[src/rtl/fifo_ctrl_pkg.sv]
// Shared sizing for the FWFT FIFO controller and its pointer sub-module.
package fifo_ctrl_pkg;

  localparam int unsigned DEF_DATA_WIDTH = 8;
  localparam int unsigned DEF_ADDR_BITS  = 8;
  localparam int unsigned DEF_DEPTH      = 2 ** DEF_ADDR_BITS;
  localparam int unsigned DEF_PTR_W      = DEF_ADDR_BITS + 1;

endpackage

[src/rtl/fifo_ptr.sv]
// Pointer register with increment enable; the MSB acts as the wrap bit.
module fifo_ptr
  import fifo_ctrl_pkg::*;
#(
  parameter int unsigned PTR_W = DEF_PTR_W
) (
  input  logic             clk,
  input  logic             rst,
  input  logic             inc,
  output logic [PTR_W-1:0] ptr
);

  always_ff @(posedge clk or posedge rst) begin
    if (rst) begin
      ptr <= '0;
    end else if (inc) begin
      ptr <= ptr + PTR_W'(1);
    end
  end

endmodule

[src/rtl/fifo_ctrl.sv]
// First-word-fall-through FIFO controller driving an external dual-port RAM
// with synchronous write and combinational read.
module fifo_ctrl
  import fifo_ctrl_pkg::*;
#(
  parameter int unsigned DATA_WIDTH = DEF_DATA_WIDTH,
  parameter int unsigned ADDR_BITS  = DEF_ADDR_BITS
) (
  input  logic                  clk,
  input  logic                  rst,
  input  logic                  wr_en,
  input  logic [DATA_WIDTH-1:0] wr_data,
  output logic                  full,
  input  logic                  rd_en,
  output logic [DATA_WIDTH-1:0] rd_data,
  output logic                  empty,
  output logic [ADDR_BITS:0]    count,
  output logic                  overflow,
  output logic                  underflow,
  output logic                  ram_we,
  output logic [ADDR_BITS-1:0]  ram_wa,
  output logic [ADDR_BITS-1:0]  ram_ra,
  output logic [DATA_WIDTH-1:0] ram_din,
  input  logic [DATA_WIDTH-1:0] ram_dout
);

  localparam int unsigned PTR_W = ADDR_BITS + 1;

  logic [PTR_W-1:0] wr_ptr;
  logic [PTR_W-1:0] rd_ptr;
  logic             wr_acc;
  logic             rd_acc;

  fifo_ptr #(.PTR_W(PTR_W)) u_wr_ptr (
    .clk (clk),
    .rst (rst),
    .inc (wr_acc),
    .ptr (wr_ptr)
  );

  fifo_ptr #(.PTR_W(PTR_W)) u_rd_ptr (
    .clk (clk),
    .rst (rst),
    .inc (rd_acc),
    .ptr (rd_ptr)
  );

  // Status depends only on the pointer registers, never on the requests.
  always_comb begin
    empty = (wr_ptr == rd_ptr);
    full  = (wr_ptr[ADDR_BITS-1:0] == rd_ptr[ADDR_BITS-1:0]) &&
            (wr_ptr[ADDR_BITS] != rd_ptr[ADDR_BITS]);
    count = wr_ptr - rd_ptr;
  end

  always_comb begin
    wr_acc  = wr_en & ~full;
    rd_acc  = rd_en & ~empty;
    ram_we  = wr_acc & ~rst;
    ram_wa  = wr_ptr[ADDR_BITS-1:0];
    ram_ra  = rd_ptr[ADDR_BITS-1:0];
    ram_din = wr_data;
    rd_data = ram_dout;
  end

  // Sticky error flags, cleared only by reset.
  always_ff @(posedge clk or posedge rst) begin
    if (rst) begin
      overflow  <= 1'b0;
      underflow <= 1'b0;
    end else begin
      if (wr_en && full)  overflow  <= 1'b1;
      if (rd_en && empty) underflow <= 1'b1;
    end
  end

endmodule

[config.mk]
export PLATFORM = sky130hd
export DESIGN_NAME = fifo_ctrl
export DESIGN_NICKNAME = d
export VERILOG_FILES = /design/src/rtl/fifo_ctrl_pkg.sv /design/src/rtl/fifo_ptr.sv /design/src/rtl/fifo_ctrl.sv
export SDC_FILE = /design/constraint.sdc
export NUM_CORES = 1
export LEC_CHECK = 0
export ABC_CLOCK_PERIOD_IN_PS = 3000
export BUFFER_PORTS_ARGS = -buffer_cell sky130_fd_sc_hd__buf_2
export CAP_MARGIN = 20
export CORE_MARGIN = 2
export CORE_UTILIZATION = 35
export CTS_CLUSTER_SIZE = 10
export DETAILED_ROUTE_END_ITERATION = 10
export SYNTH_ARGS = -nofsm -noshare
export SYNTH_HDL_FRONTEND = slang
export SYNTH_HIERARCHICAL = 1
export SYNTH_SLANG_ARGS = --single-unit
[constraint.sdc]
create_clock -name clk -period 3 [get_ports clk]
set_input_delay 0.15 -clock clk [delete_from_list [all_inputs] [get_ports clk]]
set_output_delay 0.15 -clock clk [all_outputs]
set_load 0.05 [all_outputs]
Word level (Yosys, flattened, before mapping)
Cells that the tools add are included.

Add/sub/neg operators: 3. Multiply operators: 0. Div/mod/pow operators: 0. Order comparisons: 0. Equal/unequal tests: 3. Shifts and indexed selects: 0. Multiplexer cells: 0. Bitwise gates (word level): 6. Reduce and logical (&&, ||, !) cells: 3.

Operators by type and width (number): 9-bit by 1-bit adder with 9-bit output (second input constant) (2); 9-bit == test (1); 9-bit subtractor (1); 8-bit == test (1); 1-bit AND (3); 1-bit logical AND (3); 1-bit NOT (3); 1-bit inequality test (1).

Bits in registers: 20. Latch bits: 0. Memory bits (writable): 0. Memory bits (read-only): 0. Bits of input ports: 20. Memories: 0.

Logic depth before layout (Yosys ltp)
Gate-level depths: netlist of the first run.

Depth in word-level cells: 5. Mapped depth: 9. Depth with buffers taken out: 9.

Hierarchy
The synthesis of the first run kept the hierarchy.

Modules (own cells, without submodules): fifo_ptr (instances 2, cells an instance 31, area each 394.1 sq um, sequential area each 225.2 sq um); fifo_ctrl (instances 1, cells an instance 95, area each 678.2 sq um, sequential area each 50.0 sq um).

Worst setup path after synthesis of the first run
OpenSTA, ideal clock, no wires.

Path type: reg2reg. From: register u_rd_ptr.ptr[4]. To: register u_rd_ptr.ptr[6]. Arrival time: 2.883 ns. Data required time: 2.854 ns. Setup slack: -0.029 ns. Stages on the path, launching flop included: 10. Buffers on the path: 0. Clock period less this slack: 3.029 ns. Path through: dfrtp_1 inv_1 ha_1 nand4_1 or2_2 nor2_1 nor2b_1 nand4_2 nor2_1 xor2_1.

Word-level cells in the longest chain between the ends: 3. Elaborated cells between the ends (all ways): 4. Those cells by class: add/sub: 1; eq/ne: 1; bitwise: 2.

Ends and longest elaborated chain: start, declared (RTL line fifo_ptr.sv:10) `output logic [PTR_W-1:0] ptr`; start signal, assigned (RTL line fifo_ptr.sv:17) `ptr <= ptr + PTR_W'(1);`; 9-bit == test (RTL line fifo_ctrl.sv:50) `empty = (wr_ptr == rd_ptr);`; net empty (RTL line fifo_ctrl.sv:16) `output logic empty,`; 1-bit NOT (RTL line fifo_ctrl.sv:58) `rd_acc = rd_en & ~empty;`; 1-bit AND (RTL line fifo_ctrl.sv:58); net rd_acc (RTL line fifo_ctrl.sv:32) `logic rd_acc;`.

The timed path passes the listed nets, and every way through them passes these cells. A chain may end at the register's enable or synchronous reset.

Final worst setup path of the first run
From: register u_wr_ptr.ptr[0]. To: output count[8].

Word-level cells in the longest chain between the ends: 1.

Ends and longest elaborated chain: start, declared (RTL line fifo_ptr.sv:10); start signal, assigned (RTL line fifo_ptr.sv:17); 9-bit subtractor (RTL line fifo_ctrl.sv:53) `count = wr_ptr - rd_ptr;`; end, declared (RTL line fifo_ctrl.sv:17) `output logic [ADDR_BITS:0] count,`.

No other way between the ends.

==> results.cfg, run 1 <==
[clock_network]
clock_tree_buf_depth = 2
clkTransAtPathRegs_ns = 0.08
worst_skew_pair.late_latency_ns = 0.26
root_buffer_cell = sky130_fd_sc_hd__clkbuf_8
htreeDepth = 1
cts_num_sinks = 20
cts-buffers-inserted = 3
cts_tree = yes

[detailed_routing]
wire_per_inst_um = 12.9
mean_number_of_vias_per_cell = 4.84
detail_route.iter0.violations = 29
vias = 1099
drt_pass_1_iters = 4
drc = 0
detail_route.wirelength_um = 2930
routed_antenna_nets = 0

[synth]
synth_top_cells_by_area = sky130_fd_sc_hd__dfrtp_1, sky130_fd_sc_hd__ha_1, sky130_fd_sc_hd__buf_4
post-synth-top-area-cell = sky130_fd_sc_hd__dfrtp_1
post_synth_instance_area_um2 = 1470
register_bit_count_reported_by_yosys = 20
yosysSeqAreaShare = 0.341
synth_largest_type_area_fraction = 0.341
synthesis.nets = 188
postSynthCellCount = 157
synth.avg_cell_area_um2 = 9.34
synth_edf_count = 0
synth_top_flop_cell = sky130_fd_sc_hd__dfrtp_1
yosys.cell_types.count = 35
yosys_warnings = 6
share_of_synthesized_registers_carrying_an_async_set_or_reset = 1.00

[flow_run]
max-cap-violations = 0

[layout]
most-common-layout-cells = sky130_fd_sc_hd__buf_2, sky130_fd_sc_hd__dfrtp_1, sky130_fd_sc_hd__inv_1, sky130_fd_sc_hd__nor2_1, sky130_fd_sc_hd__nand2_1
syn_to_final_growth_pct = 10.7
layout_commonest_cell = sky130_fd_sc_hd__buf_2
register_area_um2 = 500
nFillCells = 422
num_antenna_cells = 0
layout.nets = 210
drive_gt1_frac = 0.277
multiInputGateArea_um2 = 779
final_non_filler_cell_total = 227

[floorplanning]
floorplan.core_area_um2 = 4030
floorplan.die.height_um = 68.7
design.portCount = 66
core.rowCount = 23
starting_density_of_the_core = 0.364
die-area_um2 = 4720
die_x_um = 68.7

[timing]
layout_worst_path_cycle_share = 0.861
timing.slew.headroom = 0.683
finalHoldViolations = 0
max_clock_freq_mhz = 387
maxSlewViolCount = 0
timing.clock.skew_ns = 0.00681
post-route-min-period_ns = 2.58
layout_setup_ws_ns = 0.416
slew_worst_pin_ns = 0.475
setup_violations_final = 0
unrepaired_setup_endpoints_after_global_routing = no

[status]
outcome = finished clean

[worst_hold_path]
hp-class = input pin to flop
min-delay-start = rd_en

[worst_setup_path]
critPathLaunchType = flop
worst_ep_required_time_ns = 2.85
criticalPathCategory = flop to output port
worst_path_largest_cell_delay_ns = 0.44
critical_path.cell_chain = inv_1 > ha_1 > fa_1 > nand2b_1 > a211oi_1 > nor4_1 > a211o_1 > buf_2
arrival_ns = 2.43
worstReg2RegStart = u_rd_ptr/ptr[5]
crit_path_top_delay_cell = sky130_fd_sc_hd__dfrtp_1
cp-end-kind = output port
crit_path_max_fanout = 5
timing.critical_path.from = u_wr_ptr/ptr[0]

[placement]
dpl.hpwl_um = 2300
dp_worst_setup_slack_ns = 0.502
dp.cells = 223
port_buffers = 33
routability_congestion = 0.756

[global_route]
first_global_vias = 1037
grt_max_degree = 12
grt_first_pass_wirelength_um = 4840
globalRoute.totalOverflow = 0
number_of_antenna_violations_at_the_first_check_in_global_routing = 0
globalRouteTotalUtil = 0.139
-- layer usage --
layer,part of all wire,vias up,track usage
met3,0.058,12,0.0195
met5,0,-,0
met2,0.43,32,0.213
met1,0.49,500,0.188
li1,-,555,-
met4,0.022,0,0.0735
-- sequential cells by signal, indices dropped and copies added (netlist names) --
| name | cells |
|---|---|
| u_rd_ptr/ptr | 9 |
| u_wr_ptr/ptr | 9 |
| overflow | 1 |
| underflow | 1 |
-- logic make-up (layout without fill, tap and decap cells) --
group | Yosys count | count (layout) | synth area share
buffers and inverters | 34 | 54 | 0.129
adders and majority gates | 11 | 11 | 0.0990
and+or+nand+nor | 53 | 53 | 0.211
xor gates and xnor gates | 19 | 19 | 0.113
muxes | 4 | 4 | 0.0290
AOI/OAI and AO/OA | 16 | 16 | 0.0776
DFF | 20 | 20 | 0.341
-- Yosys cell counts, drive strengths merged (2+ instances only) --
master and instances:
dfrtp 20, buf 17, inv 17, nor2 13, nand2 12, xor2 11
ha 10, nor3 8, xnor2 8, nand4 6, a21oi 4, a211oi 3
nor2b 3, a21o 2, mux2 2, mux2i 2, nand3 2, nand3b 2
nor3b 2
-- cell type report --
cell class                      instances  area share
Sequential cell                        20       0.308
Multi-Input combinational cell        103       0.480
Clock buffer                            3      0.0254
Inverter                               17      0.0393
Tap cell                               50      0.0386
Timing Repair Buffer                   34       0.108
-- path summary, 6_finish.rpt --
kind                                        end  slack (ns)  cells past startpoint
worst min register to register         overflow        0.46                      1
worst min-delay path                  underflow         0.1                      2
max in group asynchronous       u_wr_ptr/ptr[8]        2.31                      3
min in group asynchronous             underflow        0.30                      3
worst max register to register  u_wr_ptr/ptr[8]        0.44                      9
worst max-delay path                   count[8]        0.42                      8
-- what timing repair did --
item | 4_1_cts | 5_1_grt
buffers inserted | 0 | 0
hold buffers | 1 | 0
gates resized for setup | 0 | 0
endpoints found under the hold margin | 20 | 0
-- worst max-delay path, delay by kind of cell, from the launching register on --
family / cells / cell delay, ns
buf+inv: 2 / 0.27
fa+ha+maj: 2 / 0.62
compound gates: 2 / 0.55
flops: 1 / 0.44
simple gates: 2 / 0.30
-- metrics by stage --
| step | hold WS (ns) | TNS (ns) | utilization | area, µm² |
|---|---|---|---|---|
| 6_report | 0.0967 | 0 | 0.403 | 1620 |
| 5_1_grt | 0.119 | 0 | 0.403 | 1620 |
| 2_1_floorplan | -0.109 | -0.00685 | - | 1470 |
| 4_1_cts | 0.100 | 0 | 0.403 | 1620 |
| 3_5_place_dp | 0.0397 | 0 | 0.390 | 1570 |
| 3_3_place_gp | 0.0419 | 0 | 0.390 | 1570 |
Power of run 1 is left out: the tool's default activity adds up to more than one toggle a clock period on the data nets, which glitch-free logic cannot reach.
==> run 2: changes to the inputs <==
Settings changed: CORE_UTILIZATION 35 to 39, HOLD_SLACK_MARGIN from default to 0.05, PLACE_DENSITY from default to 0.68.
==> run 2 against run 1 <==
Wire length shrank 1.1%. Register-to-register slack gained 0.14 ns. Die area shrank 9.7%. Via count grew 0.64%.
==> results.cfg, run 2 (same netlist as run 1, synthesis figures left out) <==
[status]
outcome = finished clean

[clock_network]
cts_tree = yes
cts_num_sinks = 20
htreeDepth = 1
cts_resized = 0
worst_skew_pair.late_latency_ns = 0.26
clock_tree_buf_depth = 2
cts-buffers-inserted = 3
clkTransAtPathRegs_ns = 0.07
root_buffer_cell = sky130_fd_sc_hd__clkbuf_8

[timing]
post-route-min-period_ns = 2.66
layout_worst_path_cycle_share = 0.887
timing.slew.headroom = 0.665
slew_worst_pin_ns = 0.501
unrepaired_setup_endpoints_after_global_routing = no
timing.clock.skew_ns = 0.00324
maxSlewViolCount = 0
max_clock_freq_mhz = 376
finalHoldViolations = 0
setup_violations_final = 0
whs_ns = 0.103

[global_route]
grt_max_degree = 12
first_global_vias = 1119
globalRouteTotalUtil = 0.151
grt_first_pass_wirelength_um = 5050
globalRoute.totalOverflow = 0
number_of_antenna_violations_at_the_first_check_in_global_routing = 0

[worst_setup_path]
crit_path_max_fanout = 5
worst_path_largest_cell_delay_ns = 0.44
critical_path.cell_chain = inv_1 > ha_1 > fa_1 > nand2b_1 > a211oi_1 > nor4_1 > a211o_1 > buf_2
timing.critical_path.buf_inv = 2
crit_path_top_delay_cell = sky130_fd_sc_hd__dfrtp_1
cpLargestDelayFamily = adder cells
worst_ep_required_time_ns = 2.85
arrival_ns = 2.51
critPathLaunchType = flop
cp-end-kind = output port
criticalPathCategory = flop to output port

[floorplanning]
die-area_um2 = 4270
starting_density_of_the_core = 0.404
die_x_um = 65.3
floorplan.die.height_um = 65.3
core.rowCount = 22
design.portCount = 66
floorplan.core_area_um2 = 3630

[placement]
placement.cell_area_um2 = 1570
port_buffers = 33
dpl.hpwl_um = 2310
dp.cells = 221
routability_congestion = 0.821

[layout]
layout_commonest_cell = sky130_fd_sc_hd__buf_2
most-common-layout-cells = sky130_fd_sc_hd__buf_2, sky130_fd_sc_hd__dfrtp_1, sky130_fd_sc_hd__inv_1, sky130_fd_sc_hd__nor2_1, sky130_fd_sc_hd__nand2_1
syn_to_final_growth_pct = 11.4
largestRegisters = u_rd_ptr/ptr x9, u_wr_ptr/ptr x9
drive_gt1_frac = 0.281
layout.nets = 210
num_antenna_cells = 0
post_route_design_area_um2 = 1630
final_non_filler_cell_total = 226

[detailed_routing]
mean_number_of_vias_per_cell = 4.89
routed_antenna_nets = 0
wire_per_inst_um = 12.8
detail_route.wirelength_um = 2900
vias = 1106
drt_pass_1_iters = 4
detail_route.iter0.violations = 46
drc = 0

[worst_hold_path]
hp-class = input pin to flop

[flow_run]
max-cap-violations = 0
[run 2: cell count changes in the layout (fill, tap and decap cells not counted), sizes merged]
cell and delta:
clkbuf +1
[run 2: final timing paths]
| kind | startpoint | endpoint | slack, ns | cells after the start |
|---|---|---|---|---|
| max in group asynchronous | rst | u_rd_ptr/ptr[6] | 2.32 | 3 |
| max | u_wr_ptr/ptr[0] | count[8] | 0.34 | 8 |
| min reg2reg | underflow | underflow | 0.46 | 1 |
| min | rd_en | underflow | 0.10 | 2 |
| min in group asynchronous | rst | overflow | 0.31 | 3 |
| max reg2reg | u_rd_ptr/ptr[5] | u_wr_ptr/ptr[8] | 0.58 | 9 |
[run 2: per-layer routing]
layer,wire length [µm],track usage,vias up
met4,74,0.0755,0
met1,1350,0.210,498
met3,226,0.0308,17
met2,1260,0.223,38
li1,-,-,553
met5,0,0,-
[run 2: cell type report]
class                           count  area (µm²)
Clock buffer                        4        55.1
Fill cell                         373        2000
Inverter                           17        63.8
Multi-Input combinational cell    103         779
Sequential cell                    20         500
Tap cell                           48        60.1
Timing Repair Buffer               34         175
[run 2: repair_timing]
action,in CTS,in global routing
hold buffers,1,0
endpoints found under the hold margin,20,0
buffers inserted,0,0
[run 2: metrics by stage]
step	setup TNS [ns]	setup slack, ns	util
floorplan	-0.00685	-0.00685	-
global placement	0	0.643	0.432
detailed placement	0	0.593	0.432
CTS	0	0.329	0.450
global route	0	0.195	0.450
finish	0	0.339	0.450
Power of run 2 is left out for the same reason.
==> run 3: changes to the inputs <==
Settings changed: PLACE_DENSITY 0.68 to 0.73.
==> run 3 against run 2 <==
Design area shrank 0.84%. Utilization shrank 0.38 points. Sequential share of layout area grew 0.26 points. Critical path depth is the same. First-iteration DRC count grew 48%. Fmax grew 2.0%. Die area is the same. Wire length shrank 3.7%. Non-clock buffer count is the same. Worst hold slack gained 0.0028 ns. Register-to-register slack lost 0.10 ns. Via count shrank 0.90%. Critical endpoint unchanged. Largest cell class unchanged.
==> results.cfg, run 3 (same netlist as run 1, synthesis figures left out) <==
[status]
outcome = finished clean

[worst_hold_path]
hp-class = input pin to flop

[timing]
unrepaired_setup_endpoints_after_global_routing = no
timing.clock.skew_ns = 0.00115
finalHoldViolations = 0
maxSlewViolCount = 0
setup_violations_final = 0
fin_setup_tns_ns = 0
max_clock_freq_mhz = 384
layout_worst_path_cycle_share = 0.869
post-route-min-period_ns = 2.61
timing.slew.headroom = 0.681
slew_worst_pin_ns = 0.477

[layout]
finish.utilization = 0.446
largestRegisters = u_rd_ptr/ptr x9, u_wr_ptr/ptr x9
drive_gt1_frac = 0.277
num_antenna_cells = 0
layout_commonest_cell = sky130_fd_sc_hd__buf_2
most-common-layout-cells = sky130_fd_sc_hd__buf_2, sky130_fd_sc_hd__dfrtp_1, sky130_fd_sc_hd__inv_1, sky130_fd_sc_hd__nor2_1, sky130_fd_sc_hd__nand2_1
syn_to_final_growth_pct = 10.5
layout.nets = 210

[detailed_routing]
wire_per_inst_um = 12.4
detail_route.iter0.violations = 68
detail_route.wirelength_um = 2800
drc = 0
vias = 1096
drt_pass_1_iters = 4
mean_number_of_vias_per_cell = 4.87
routed_antenna_nets = 0

[worst_setup_path]
critical_path.cell_chain = inv_1 > ha_1 > fa_1 > nand2b_1 > a211oi_1 > nor4_1 > a211o_1 > buf_2
crit_path_max_fanout = 5
critPathLaunchType = flop
worst_path_largest_cell_delay_ns = 0.44
cpLargestDelayFamily = adder cells
worst_ep_required_time_ns = 2.85
arrival_ns = 2.46
crit_path_top_delay_cell = sky130_fd_sc_hd__dfrtp_1
timing.critical_path.buf_inv = 2
criticalPathCategory = flop to output port
cp-end-kind = output port

[placement]
routability_congestion = 0.879
port_buffers = 33
dpl.hpwl_um = 2230

[clock_network]
clock_tree_buf_depth = 2
clkTransAtPathRegs_ns = 0.07
worst_skew_pair.late_latency_ns = 0.25
htreeDepth = 1
cts-buffers-inserted = 3
cts_tree = yes
cts_setup_buffers = 0
root_buffer_cell = sky130_fd_sc_hd__clkbuf_8
cts_num_sinks = 20

[flow_run]
max-cap-violations = 0

[floorplanning]
die_x_um = 65.3
die-area_um2 = 4270
design.portCount = 66
floorplan.die.height_um = 65.3
starting_density_of_the_core = 0.404
core.rowCount = 22
floorplan.core_area_um2 = 3630

[global_route]
number_of_antenna_violations_at_the_first_check_in_global_routing = 0
globalRoute.totalOverflow = 0
grt_first_pass_wirelength_um = 4710
globalRouteTotalUtil = 0.138
first_global_vias = 1008
grt_max_degree = 12
run 3: final timing paths:
| path | startpoint | end | slack (ns) | depth (start not counted) |
|---|---|---|---|---|
| worst min register to register | underflow | underflow | 0.46 | 1 |
| worst max-delay path | u_wr_ptr/ptr[0] | count[8] | 0.39 | 8 |
| max in group asynchronous | rst | u_wr_ptr/ptr[5] | 2.33 | 3 |
| min in group asynchronous | rst | overflow | 0.32 | 3 |
| worst min-delay path | rd_en | underflow | 0.11 | 2 |
| worst max register to register | u_rd_ptr/ptr[5] | u_wr_ptr/ptr[8] | 0.48 | 9 |
run 3: final cells by class:
class                      instances  area (µm²)
fill                             372        2010
multi-input combinational        103         779
sequential                        20         500
timing repair buffer              34         175
inverter                          17        63.8
tap                               48        60.1
clock buffer                       3        41.3
run 3: per-layer routing:
metal  part of all wire  vias up  track usage
met4             0.0050        0       0.0365
met2               0.43       33        0.209
li1                   -      552            -
met1               0.51      509        0.206
met3              0.054        2       0.0205
met5                  0        -            0
run 3: metrics by stage:
| stage | hold slack [ns] | cells | worst slack, ns | cell area (µm²) |
|---|---|---|---|---|
| global route | 0.117 | 225 | 0.193 | 1620 |
| floorplan | -0.109 | 157 | -0.00685 | 1470 |
| finish | 0.106 | 225 | 0.393 | 1620 |
| global placement | 0.0376 | 221 | 0.549 | 1570 |
| CTS | 0.105 | 225 | 0.398 | 1620 |
| detailed placement | 0.0416 | 221 | 0.501 | 1570 |
run 3: timing repair:
item,in CTS,in global routing
hold buffers,1,0
resized for setup,0,0
endpoints found under the hold margin,20,0
setup endpoints to repair,0,0
run 3: worst register-to-register path, cell delays in order, from the launching register on:
cell	delay, ns
sky130_fd_sc_hd__dfrtp_1	0.41
sky130_fd_sc_hd__inv_1	0.08
sky130_fd_sc_hd__ha_1	0.39
sky130_fd_sc_hd__nand4_1	0.18
sky130_fd_sc_hd__or2_2	0.14
sky130_fd_sc_hd__and2b_2	0.24
sky130_fd_sc_hd__nor2b_1	0.37
sky130_fd_sc_hd__nand4_2	0.21
sky130_fd_sc_hd__nor3_2	0.25
sky130_fd_sc_hd__xor2_1	0.16
Power of run 3 is left out for the same reason.
